File: config.mk
export PLATFORM = sky130hd
export DESIGN_NAME = eq_run_stats
export DESIGN_NICKNAME = d
export VERILOG_FILES = /design/src/rtl/eq_run_stats_pkg.sv /design/src/rtl/eq_run_stats_sat_counter.sv /design/src/rtl/eq_run_stats.sv
export SDC_FILE = /design/constraint.sdc
export NUM_CORES = 1
export LEC_CHECK = 0
export CAP_MARGIN = 20
export CORE_ASPECT_RATIO = 1.75
export CORE_MARGIN = 2
export CORE_UTILIZATION = 50
export DETAILED_ROUTE_END_ITERATION = 8
export GPL_TIMING_DRIVEN = 1
export PLACE_DENSITY = 0.81
export SLEW_MARGIN = 15
export SYNTH_ARGS = -nofsm -noshare
export SYNTH_HDL_FRONTEND = slang
export SYNTH_HIERARCHICAL = 1
export SYNTH_SLANG_ARGS = --single-unit
File: constraint.sdc
create_clock -name clk -period 7.8 [get_ports clk]
set_input_delay 1.95 -clock clk [delete_from_list [all_inputs] [get_ports clk]]
set_output_delay 1.95 -clock clk [all_outputs]
set_load 0.05 [all_outputs]
File: src/rtl/eq_run_stats_pkg.sv
// ---------------------------------------------------------------------------
// eq_run_stats_pkg
// Shared definitions for the eq_run_stats slice: default widths and the
// saturating-increment helper used by every counter in this codebase.
//
// Contents:
//   CNT_W_DEFAULT       default counter / summary field width
//   RUN_THRESH_DEFAULT  default run length that fires the alarm
//   sat_inc(value, w)   value + 1, held at the all-ones value of a w-bit field
// ---------------------------------------------------------------------------
package eq_run_stats_pkg;

    localparam int CNT_W_DEFAULT      = 16;
    localparam int RUN_THRESH_DEFAULT = 8;

    // Works on a 32-bit carrier so one function serves any counter width up
    // to 32; callers cast the result back down to their own width.
    function automatic logic [31:0] sat_inc(input logic [31:0] value, input int width);
        logic [31:0] max_val;
        max_val = (width >= 32) ? 32'hFFFF_FFFF : ((32'd1 << width) - 32'd1);
        return (value >= max_val) ? max_val : (value + 32'd1);
    endfunction

endpackage

File: src/rtl/eq_run_stats_sat_counter.sv
// ---------------------------------------------------------------------------
// sat_counter
// Up-counter that sticks at all-ones instead of wrapping. Clear has priority
// over increment so a frame can close and restart on the same beat.
//
// Ports:
//   clk        rising-edge clock
//   rst_n      asynchronous active-low reset (count -> 0)
//   clear      synchronous clear to 0
//   inc        increment by one, saturating
//   count      current registered value
//   count_inc  saturated count + 1 (combinational), for callers that need the
//              post-increment value in the same cycle
// ---------------------------------------------------------------------------
module sat_counter
    import eq_run_stats_pkg::*;
#(
    parameter int W = CNT_W_DEFAULT
) (
    input  logic         clk,
    input  logic         rst_n,
    input  logic         clear,
    input  logic         inc,
    output logic [W-1:0] count,
    output logic [W-1:0] count_inc
);

    assign count_inc = W'(sat_inc(32'(count), W));

    // Clear beats increment: the last beat of a frame both counts and resets.
    always_ff @(posedge clk or negedge rst_n) begin
        if (!rst_n) begin
            count <= '0;
        end else if (clear) begin
            count <= '0;
        end else if (inc) begin
            count <= count_inc;
        end
    end

endmodule

File: src/rtl/eq_run_stats.sv
// ---------------------------------------------------------------------------
// eq_run_stats
// Per-frame statistics on the 1-bit match stream from the eq comparator:
// match count, longest consecutive match run and frame length, published as
// a one-entry registered summary over valid/ready. A one-cycle alarm pulses
// when the current run first reaches RUN_THRESH.
//
// Ports:
//   clk              rising-edge clock
//   rst_n            asynchronous active-low reset
//   in_z             match flag for this beat
//   in_valid         beat present
//   in_last          final beat of the frame (qualified by in_valid)
//   in_ready         beat accepted when in_valid && in_ready
//   out_match_count  matches in the completed frame
//   out_longest_run  longest run of consecutive matches in the frame
//   out_frame_len    beats in the frame
//   out_valid        summary present
//   out_ready        summary consumed when out_valid && out_ready
//   run_alarm        one-cycle pulse when the current run reaches RUN_THRESH
// ---------------------------------------------------------------------------
module eq_run_stats
    import eq_run_stats_pkg::*;
#(
    parameter int CNT_W      = CNT_W_DEFAULT,
    parameter int RUN_THRESH = RUN_THRESH_DEFAULT
) (
    input  logic             clk,
    input  logic             rst_n,
    input  logic             in_z,
    input  logic             in_valid,
    input  logic             in_last,
    output logic             in_ready,
    output logic [CNT_W-1:0] out_match_count,
    output logic [CNT_W-1:0] out_longest_run,
    output logic [CNT_W-1:0] out_frame_len,
    output logic             out_valid,
    input  logic             out_ready,
    output logic             run_alarm
);

    localparam logic [CNT_W-1:0] THRESH = CNT_W'(RUN_THRESH);

    logic             accept;
    logic             last_beat;
    logic             match_beat;

    logic [CNT_W-1:0] frame_len;
    logic [CNT_W-1:0] frame_len_inc;
    logic [CNT_W-1:0] match_count;
    logic [CNT_W-1:0] match_count_inc;
    logic [CNT_W-1:0] cur_run;
    logic [CNT_W-1:0] cur_run_inc;
    logic [CNT_W-1:0] best_run;

    logic [CNT_W-1:0] frame_len_upd;
    logic [CNT_W-1:0] match_count_upd;
    logic [CNT_W-1:0] cur_run_upd;
    logic [CNT_W-1:0] best_run_upd;

    // The one-entry buffer frees up in the same cycle it is drained, which is
    // what gives back-to-back frames without a bubble.
    assign in_ready   = !out_valid || out_ready;
    assign accept     = in_valid && in_ready;
    assign last_beat  = accept && in_last;
    assign match_beat = accept && in_z;

    sat_counter #(.W(CNT_W)) u_frame_len (
        .clk       (clk),
        .rst_n     (rst_n),
        .clear     (last_beat),
        .inc       (accept),
        .count     (frame_len),
        .count_inc (frame_len_inc)
    );

    sat_counter #(.W(CNT_W)) u_match_count (
        .clk       (clk),
        .rst_n     (rst_n),
        .clear     (last_beat),
        .inc       (match_beat),
        .count     (match_count),
        .count_inc (match_count_inc)
    );

    // A non-matching beat breaks the run; the frame end also restarts it.
    sat_counter #(.W(CNT_W)) u_cur_run (
        .clk       (clk),
        .rst_n     (rst_n),
        .clear     (accept && (in_last || !in_z)),
        .inc       (match_beat),
        .count     (cur_run),
        .count_inc (cur_run_inc)
    );

    // Values as they stand after applying the current beat; on the last beat
    // these go to the summary while the accumulators themselves clear.
    always_comb begin
        frame_len_upd   = accept ? frame_len_inc : frame_len;
        match_count_upd = in_z ? match_count_inc : match_count;
        cur_run_upd     = in_z ? cur_run_inc : '0;
        best_run_upd    = (cur_run_upd > best_run) ? cur_run_upd : best_run;
    end

    // Longest run so far in this frame.
    always_ff @(posedge clk or negedge rst_n) begin
        if (!rst_n) begin
            best_run <= '0;
        end else if (last_beat) begin
            best_run <= '0;
        end else if (accept) begin
            best_run <= best_run_upd;
        end
    end

    // Summary buffer: data holds after a consume, only out_valid drops.
    always_ff @(posedge clk or negedge rst_n) begin
        if (!rst_n) begin
            out_match_count <= '0;
            out_longest_run <= '0;
            out_frame_len   <= '0;
            out_valid       <= 1'b0;
        end else if (last_beat) begin
            out_match_count <= match_count_upd;
            out_longest_run <= best_run_upd;
            out_frame_len   <= frame_len_upd;
            out_valid       <= 1'b1;
        end else if (out_ready) begin
            out_valid       <= 1'b0;
        end
    end

    // Fire only on the step into THRESH; a saturated run sitting at THRESH
    // (cur_run_inc == cur_run) must not refire.
    always_ff @(posedge clk or negedge rst_n) begin
        if (!rst_n) begin
            run_alarm <= 1'b0;
        end else begin
            run_alarm <= match_beat && (cur_run_inc == THRESH) && (cur_run != THRESH);
        end
    end

endmodule
**After elaboration in Yosys (flattened, before gate mapping)**

Index checks and enable logic that the tools add are counted.

- $add $sub $neg: 3
- Magnitude comparators: 4
- Equality and inequality tests: 2
- Muxes and demuxes: 16
- Reduce and logical (&&, ||, !) cells: 14

Operators by type and width:

| operator | number |
|---|---|
| 16-bit 2-to-1 mux | 14 |
| 16-bit by 1-bit adder with 16-bit output (second input constant) | 3 |
| 16-bit greater-or-equal comparator (second input constant) | 3 |
| 16-bit by 4-bit == test with 1-bit output (second input constant) | 1 |
| 16-bit greater-than comparator | 1 |
| 16-bit by 4-bit != test with 1-bit output (second input constant) | 1 |
| 2-bit nonzero test | 4 |
| 1-bit logical AND | 6 |
| 1-bit logical NOT | 2 |
| 1-bit logical OR | 2 |
| 1-bit 2-to-1 mux | 2 |

- Bits in registers: 114
- Input port bits: 6
- Output and inout bits: 51
- Word-level logic and storage cells: 48

**Depth between registers and ports, before layout**

Gate-level depths: netlist of run 1.

- Depth in word-level cells: 7
- Depth in mapped cells: 17
- Depth with buffers taken out: 14

**Modules after synthesis**

The synthesis of run 1 kept the hierarchy.

By module, submodules not included:

| module | instances | cells each | area an instance (µm²) | sequential area each (µm²) |
|---|---|---|---|---|
| eq_run_stats | 1 | 372 | 3425.8 | 1651.6 |
| sat_counter | 3 | 130 | 1119.8 | 400.4 |

**Least setup slack after synthesis of run 1**

No wires, ideal clock.

- Path kind: input to register
- From: input in_z
- To: register best_run[14]
- Library setup time: 0.076 ns
- Arrival time: 4.493 ns
- Data required time: 7.724 ns
- Setup slack: 3.231 ns
- Cell stages on the path: 13
- Path buffers: 4
- Cells stage by stage: clkbuf_1 -> buf_1 -> nand2_1 -> inv_1 -> ha_1 -> a21oi_1 -> nand2_1 -> a221o_1 -> o31a_1 -> buf_6 -> o21ai_4 -> buf_6 -> o2bb2ai_2

- Longest elaborated chain between the ends: 5

RTL lines:

| item | RTL line | RTL |
|---|---|---|
| from (decl) | eq_run_stats.sv:30 | `input logic in_z,` |
| 16-bit 2-to-1 mux * | eq_run_stats.sv:101 | `cur_run_upd = in_z ? cur_run_inc : '0;` |
| 16-bit greater-than comparator | eq_run_stats.sv:102 | `best_run_upd = (cur_run_upd > best_run) ? cur_run_upd : best_run;` |
| 16-bit 2-to-1 mux * | eq_run_stats.sv:102 |  |
| 16-bit 2-to-1 mux * | eq_run_stats.sv:111 | `end else if (accept) begin` |
| 16-bit 2-to-1 mux * | eq_run_stats.sv:109 | `end else if (last_beat) begin` |
| to (signal assigned) | eq_run_stats.sv:112 | `best_run <= best_run_upd;` |
| to (decl) | eq_run_stats.sv:54 | `logic [CNT_W-1:0] best_run;` |

Every way passes the cells marked *; elsewhere a longest branch is shown, timed or not. The select of a mux whose other input is x is not followed.
A chain may end at the register's enable or synchronous reset.

**Worst setup path in the final report of run 1**

- From: input in_z
- To: register best_run[4]

The elaborated chain is that of the path after synthesis.

==> results of run 1 <==
==> final cells by class <==
class                           count  area [um^2]  area share
Inverter                           39          146      0.0182
Timing Repair Buffer               62          603      0.0749
Tap cell                          174          218      0.0271
Clock inverter                     15          233      0.0289
Multi-Input combinational cell    563         3570       0.444
Sequential cell                   114         2850       0.354
Clock buffer                       17          425      0.0529
==> worst register-to-register path, cell delays in order (launching register included) <==
cell	delay [ns]
dfrtp_1	0.47
ha_1	0.32
nand3_2	0.22
or4_1	0.62
nor2_1	0.18
mux2i_1	0.15
nand2_1	0.13
inv_1	0.10
ha_1	0.35
nand4_2	0.15
nor4_2	0.34
a21boi_2	0.27
o31a_1	0.76
nand3_4	0.36
o2bb2ai_1	0.25
==> per-stage QoR <==
step                total power [uW]  hold WS [ns]  instances  area, um^2  setup WS (ns)
floorplan                        953         0.477        762        6790           3.23
global placement                1040         0.459        952        7380           2.28
detailed placement              1040         0.464        952        7380           2.18
CTS                             1910         0.478        984        8040           2.47
global route                    1980         0.500        984        8050           2.22
finish                          1900         0.473        984        8050           2.46
==> registers in the layout, indices dropped and copies added, names as in the netlist <==
register / cells
best_run: 16
out_frame_len: 16
out_longest_run: 16
out_match_count: 16
u_cur_run/count: 16
u_frame_len/count: 16
u_match_count/count: 16
out_valid: 1
run_alarm: 1
==> cell families after synthesis <==
group	count (synthesis)	synth area share
simple gates	337	0.245
compound gates	158	0.178
mux	19	0.0280
buf+inv	85	0.0548
xor+xnor	30	0.0387
flops	114	0.420
fa+ha+maj	19	0.0350
==> report_power, final <==
part / leakage (uW) / total (uW) / internal [uW] / switching [uW]
clock: 0.000306 / 863 / 569 / 293
combinational: 0.00176 / 375 / 111 / 264
sequential: 0.00154 / 665 / 630 / 35.5
total: 0.00360 / 1900 / 1310 / 593
==> placed cells by master (no fill, tap or decap), types with 4 or more instances in the layout <==
master / synthesis / final
mux2i_1: 19 / 19
inv_1: 39 / 38
a211oi_1: 6 / 6
clkinvlp_4: 0 / 4
nor2_1: 53 / 53
a31oi_1: 30 / 30
nand4_1: 20 / 20
o21ai_0: 26 / 26
clkdlybuf4s50_1: 0 / 55
nand2_1: 168 / 168
nand3_1: 11 / 11
xnor2_1: 27 / 27
nor4_1: 12 / 12
and4_1: 14 / 14
a41o_1: 6 / 6
a41oi_1: 6 / 6
bufinv_16: 0 / 5
and3_1: 8 / 8
a21oi_1: 31 / 31
o2bb2ai_2: 10 / 10
a311oi_1: 12 / 12
buf_4: 1 / 7
dfrtp_1: 114 / 114
o21bai_1: 12 / 12
ha_1: 19 / 19
o2bb2ai_1: 5 / 5
clkinv_4: 0 / 5
clkbuf_16: 0 / 17
nor3_1: 23 / 23
or4_1: 4 / 4
==> per-layer routing <==
| layer | track usage | wire length [um] |
|---|---|---|
| met1 | 0.271 | 6390 |
| met5 | 0 | 0 |
| met3 | 0.0462 | 592 |
| met4 | 0.109 | 547 |
| met2 | 0.408 | 8600 |
==> worst min-delay path by stage <==
| stage | start | endpoint | depth (start not counted) |
|---|---|---|---|
| finish | out_frame_len[4]$_DFFE_PN0P_ | out_frame_len[4]$_DFFE_PN0P_ | 2 |
| global route | out_frame_len[0]$_DFFE_PN0P_ | out_frame_len[0]$_DFFE_PN0P_ | 2 |
| CTS | out_frame_len[0]$_DFFE_PN0P_ | out_frame_len[0]$_DFFE_PN0P_ | 2 |
| detailed placement | out_frame_len[0]$_DFFE_PN0P_ | out_frame_len[0]$_DFFE_PN0P_ | 2 |
| global placement | out_frame_len[7]$_DFFE_PN0P_ | out_frame_len[7]$_DFFE_PN0P_ | 2 |
| floorplan | best_run[15]$_DFFE_PN0P_ | best_run[15]$_DFFE_PN0P_ | 1 |
==> impl_metrics.ini, run 1 <==
[flow_run]
cap_violations = 0

[placement]
place_hpwl_um = 10700
gp_congestion = 0.917
port_buffers = 56

[finish]
antenna_cells = 0
syn_to_final_growth_pct = 18.6
drive_gt1_frac = 0.0877
nets = 822
fill_cells = 1126
final_util = 0.605

[clock_tree]
clk_path_buf_depth = 2
cts_hold_buf = 0
clock_sinks = 114
cts_tree = yes
cts-resized-gates = 0
htreeDepth = 4
cts_root_buf = clkbuf_16
clk_pin_slew_ns = 0.06
clkLatencyLatePin_ns = 0.42
post-cts-setup-buffer-count = 0
numCtsBuffers = 17

[setup_path]
crit_fanout = 20
worst-path-buf-inv = 2
cp_data_required_time_ns = 8.13
r2r_start = u_cur_run/count[0]$_DFFE_PN0P_
crit_path_end = best_run[4]$_DFFE_PN0P_
worst_setup_path_end_kind = register
crit_chain = clkdlybuf4s50_1, nand2_1, inv_1, ha_1, nand4_2, nor4_2, a21boi_2, o31a_1, nand3_4, o2bb2ai_1
startpoint_type = input pin
cpMaxStageDelayCell = clkdlybuf4s50_1
worst_path_dominant_cell_family = compound AO/OA/AOI/OAI gates
crit_cells = 10
reg2reg_to = best_run[4]$_DFFE_PN0P_
crit_arrival_ns = 5.67
r2r_setup_slack_ns = 3.05
slowest_delay_ns = 0.84
crit_path_start = in_z
crit_type = input pin to register
r2r_cells = 14

[floorplanning]
die_h_um = 158
coreArea_um2 = 13300
num_io_pins = 57
initial_core_util = 0.510
row_count = 56
die-area_um2 = 14600
die_w_um = 92.1

[global_routing]
grt_start_max_net_pins = 65
grt_pass1_vias = 5594
grt_pass1_wl_um = 27200
grt_use_total = 0.232
grt_overflow = 0
antenna_found_initial = 0

[synthesis]
synth_top_area_share = 0.420
syn_avg_cell_area_um2 = 8.90
synthArstFlopShare = 1.00
ys_ff_latch = 114
ys_top_cells_by_area = dfrtp_1 42%, nand2_1 9.3%, ha_1 3.5%
synth_seq_area_share = 0.420
synthesis.area_um2 = 6790
yosysWarnings = 6
synth_edf_count = 0
synth_common_cells = 168 x nand2_1, 114 x dfrtp_1, 53 x nor2_1
syn-num-nets = 787
syn_inst = 762
yosysTopAreaCell = dfrtp_1
synth-main-ff-cell = dfrtp_1
synth_cell_types = 51
synth.most_common_cell = nand2_1

[drt]
wl_per_cell_um = 16.4
first_pass_iters = 4
ant_nets = 0
viasPerCell = 5.91
vias = 5818
route.detailed.drc = 0
wirelength_um = 16100
drt_iter0_markers = 338

[hold_path]
worst_hold_path_type = register to register

[pwr]
p_leak_uw = 0.00360
p_per_area_nw_per_um2 = 236
ir_drop_v = 0.000166

[timing]
worstMarginPinSlew_ns = 0.906
fmax_mhz = 187
setup_violations = 0
drv_slew = 0
rsz0062_at_grt = false
post-route-period-util = 0.685
period_minus_slack_ns = 5.34
max_slew_margin = 0.396
finalHoldViolations = 0
fin_skew_ns = 0.0104
tns_ns = 0

[status]
status = finished clean
Note: power is estimated with default switching activity, not from simulation.
==> inputs of run 2 (changes only) <==
- PLACE_DENSITY: 0.81 -> 0.84
- clock period: 7.8 -> 4.8 ns (I/O delays scaled with it)
==> impl_metrics.ini, run 2 (same netlist as run 1, synthesis figures left out) <==
[status]
status = finished clean

[global_routing]
grt_pass1_wl_um = 26900
grt_use_total = 0.230
grt_overflow = 0
grt_pass1_vias = 5641
grt_start_max_net_pins = 115
antenna_found_initial = 0

[clock_tree]
htreeDepth = 4
clkLatencyLatePin_ns = 0.42
cts_hold_buf = 0
cts-resized-gates = 0
clk_pin_slew_ns = 0.05
cts_tree = yes
numCtsBuffers = 17
clk_path_buf_depth = 2
clock_sinks = 114
cts_root_buf = clkbuf_16
post-cts-setup-buffer-count = 0

[timing]
rsz0062_at_grt = false
setup_violations = 0
worstMarginPinSlew_ns = 0.772
finalHoldViolations = 0
period_minus_slack_ns = 4.47
tns_ns = 0
fin_skew_ns = 0.00742
drv_slew = 0
fmax_mhz = 224
post-route-period-util = 0.930
max_slew_margin = 0.484
setup_ws_ns = 0.335

[finish]
multi_input_area_um2 = 3560
fill_cells = 1097
final_common_cell = nand2_1
nets = 826
fin_cells = 988
regArea_um2 = 2850
final_area_um2 = 8110
drive_gt1_frac = 0.0909
syn_to_final_growth_pct = 19.5
final_cell_mix = 168 x nand2_1, 114 x dfrtp_1, 55 x clkdlybuf4s50_1, 53 x nor2_1, 38 x inv_1
antenna_cells = 0

[pwr]
p_int_uw = 2210
clockPowerShare = 0.458
power_frac_comb = 0.199
total_power_uw = 3160
p_per_area_nw_per_um2 = 390
ir_drop_v = 0.000300
p_leak_uw = 0.00364
p_sw_uw = 952
p_sw_frac = 0.301
p_seq_frac = 0.342

[placement]
place_ws_ns = 0.468
port_buffers = 56
placed_cell_area_um2 = 7440
place_hpwl_um = 10700
place_inst = 956
gp_congestion = 0.871

[floorplanning]
die_w_um = 92.1
initial_core_util = 0.510
num_io_pins = 57
die-area_um2 = 14600
coreArea_um2 = 13300
die_h_um = 158
row_count = 56

[flow_run]
cap_violations = 0

[drt]
route.detailed.drc = 0
first_pass_iters = 5
viasPerCell = 5.93
vias = 5860
wl_per_cell_um = 16.4
drt_iter0_markers = 434
wirelength_um = 16200
ant_nets = 0

[setup_path]
r2r_setup_slack_ns = 0.33
crit_fanout = 14
crit_type = register to register
crit_arrival_ns = 4.78
startpoint_type = register
cp_data_required_time_ns = 5.12
worst_setup_path_end_kind = register

[hold_path]
worst_hold_path_type = register to register
==> run 2: through the flow <==
step,util,hold slack (ns)
6_report,0.609,0.469
3_3_place_gp,0.559,0.457
2_1_floorplan,-,0.477
4_1_cts,0.609,0.475
3_5_place_dp,0.559,0.462
5_1_grt,0.609,0.490
==> run 2: power groups by stage <==
stage | registers, uW | logic, uW | clock network, uW
2_1_floorplan | 1230 | 321 | 0
3_3_place_gp | 1100 | 612 | 0
3_5_place_dp | 1100 | 623 | 0
4_1_cts | 1080 | 629 | 1460
5_1_grt | 1090 | 676 | 1510
6_report | 1080 | 629 | 1450
==> run 2: worst paths after layout <==
path	from	endpoint	cells past startpoint
min in group asynchronous	rst_n	u_cur_run/count[13]$_DFFE_PN0P_	2
max in group asynchronous	rst_n	u_match_count/count[12]$_DFFE_PN0P_	2
setup / recovery	u_cur_run/count[0]$_DFFE_PN0P_	out_longest_run[14]$_DFFE_PN0P_	15
hold reg to reg	out_frame_len[2]$_DFFE_PN0P_	out_frame_len[2]$_DFFE_PN0P_	2
setup reg to reg	u_cur_run/count[0]$_DFFE_PN0P_	out_longest_run[14]$_DFFE_PN0P_	15
hold / removal	out_frame_len[2]$_DFFE_PN0P_	out_frame_len[2]$_DFFE_PN0P_	2
==> run 2: per-layer routing <==
layer,track usage,up-vias,wire length [um]
li1,-,2808,-
met1,0.261,2809,6330
met2,0.407,195,8620
met3,0.0547,48,643
met4,0.107,0,569
met5,0,-,0
==> run 2: area by class of cell <==
cell class,count,share of cell area
Clock buffer,19,0.0546
Clock inverter,13,0.0284
Inverter,39,0.0181
Multi-Input combinational cell,563,0.439
Sequential cell,114,0.352
Tap cell,174,0.0268
Timing Repair Buffer,66,0.0812
==> run 2: critical path, cell delays in order, from the launching register on <==
cell and delay [ns]:
dfrtp_1 0.47, ha_1 0.33, nand3_2 0.21, or4_1 0.58
nor2_1 0.14, mux2i_1 0.15, nand2_1 0.16, inv_1 0.09
ha_1 0.33, nand4_2 0.16, nor4_2 0.48, a21boi_2 0.29
o31a_1 0.38, buf_4 0.28, nand2_1 0.09, a31oi_1 0.21
==> inputs of run 3 (changes only) <==
- CORE_ASPECT_RATIO: 1.75 -> 1.5
- CORE_UTILIZATION: 50 -> 25
- CTS_BUF_LIST: default -> sky130_fd_sc_hd__clkbuf_8
- PLACE_DENSITY: 0.84 -> 0.53
==> impl_metrics.ini, run 3 (same netlist as run 1, synthesis figures left out) <==
[status]
status = finished clean

[hold_path]
worst_hold_path_type = register to register

[clock_tree]
clk_pin_slew_ns = 0.08
cts_root_buf = clkbuf_8
post-cts-setup-buffer-count = 0
clk_path_buf_depth = 2
cts-resized-gates = 0
clock_sinks = 114
htreeDepth = 4
cts_hold_buf = 0
numCtsBuffers = 17
cts_tree = yes
clkLatencyLatePin_ns = 0.45

[timing]
finalHoldViolations = 0
worstMarginPinSlew_ns = 0.821
tns_ns = 0
drv_slew = 0
fin_skew_ns = 0.0178
holdWs_ns = 0.476
post-route-period-util = 0.874
max_slew_margin = 0.453
setup_violations = 0
period_minus_slack_ns = 4.20
fmax_mhz = 238
rsz0062_at_grt = false

[setup_path]
crit_arrival_ns = 4.56
startpoint_type = register
worst_setup_path_end_kind = register
crit_type = register to register
cp_data_required_time_ns = 5.16
crit_fanout = 15

[floorplanning]
coreArea_um2 = 26600
die-area_um2 = 28500
num_io_pins = 57
initial_core_util = 0.255
die_h_um = 206
row_count = 73
die_w_um = 139

[global_routing]
grt_overflow = 0
grt_pass1_wl_um = 29700
grt_use_total = 0.130
grt_pass1_vias = 5598
antenna_found_initial = 1
grt_start_max_net_pins = 59

[drt]
wl_per_cell_um = 15.6
drt_iter0_markers = 434
ant_nets = 0
wirelength_um = 18000
route.detailed.drc = 0
viasPerCell = 4.94
first_pass_iters = 4
vias = 5707

[finish]
final_cell_mix = 167 x nand2_1, 114 x dfrtp_1, 55 x clkdlybuf4s50_1, 53 x nor2_1, 38 x inv_1
final_util = 0.303
drive_gt1_frac = 0.0967
nets = 829
syn_to_final_growth_pct = 18.9
final_common_cell = nand2_1

[placement]
place_hpwl_um = 12500
port_buffers = 56
gp_congestion = 0.834

[flow_run]
cap_violations = 0

[pwr]
total_power_uw = 2680
p_per_area_nw_per_um2 = 332
p_leak_uw = 0.00353
ir_drop_v = 0.000218
## run 3: layout make-up
type / instances / area (um^2)
Multi-Input combinational cell: 563 / 3560
Timing Repair Buffer: 69 / 668
Fill cell: 2772 / 18500
Sequential cell: 114 / 2850
Antenna cell: 1 / 2.50
Inverter: 39 / 146
Clock buffer: 19 / 262
Clock inverter: 13 / 149
Tap cell: 337 / 422
## run 3: critical path: stages (launching register included)
cell	delay (ns)
dfrtp_1	0.50
ha_1	0.33
nand3_2	0.21
or4_1	0.59
nor2_1	0.15
mux2i_1	0.14
nand2_1	0.13
inv_1	0.08
ha_1	0.33
nand4_2	0.14
nor4_2	0.32
a21boi_2	0.24
o31a_1	0.25
buf_4	0.20
nand3_4	0.26
o2bb2ai_1	0.23
## run 3: final timing paths
| path | slack, ns | cells after the start | startpoint | end |
|---|---|---|---|---|
| max | 0.60 | 15 | u_cur_run/count[0]$_DFFE_PN0P_ | best_run[15]$_DFFE_PN0P_ |
| min | 0.48 | 2 | out_frame_len[7]$_DFFE_PN0P_ | out_frame_len[7]$_DFFE_PN0P_ |
| max reg2reg | 0.60 | 15 | u_cur_run/count[0]$_DFFE_PN0P_ | best_run[15]$_DFFE_PN0P_ |
| min reg2reg | 0.48 | 2 | out_frame_len[7]$_DFFE_PN0P_ | out_frame_len[7]$_DFFE_PN0P_ |
| max in group asynchronous | 3.05 | 2 | rst_n | u_cur_run/count[14]$_DFFE_PN0P_ |
| min in group asynchronous | 0.81 | 1 | rst_n | run_alarm$_DFF_PN0_ |
## run 3: routing by layer
layer / wire (um) / GRT usage / up-vias
met5: 11 / 0 / -
met2: 9430 / 0.227 / 82
met1: 7710 / 0.159 / 2785
met4: 330 / 0.0536 / 2
met3: 501 / 0.0221 / 21
li1: - / - / 2817
## run 3: power by group
| part | internal (uW) | switching, uW | leakage (uW) |
|---|---|---|---|
| clock | 496 | 445 | 0.000200 |
| sequential | 1020 | 59.6 | 0.00154 |
| combinational | 212 | 444 | 0.00179 |
| total | 1730 | 949 | 0.00353 |
## run 3: through the flow
| stage | setup slack, ns | std cells | instance area, um^2 |
|---|---|---|---|
| final | 0.605 | 1155 | 8070 |
| after global routing | 0.226 | 1154 | 8060 |
| after CTS | 0.577 | 1154 | 8060 |
| after detailed placement | 0.365 | 1122 | 7650 |
| after global placement | 0.475 | 1122 | 7650 |
| after floorplan | 0.981 | 762 | 6790 |
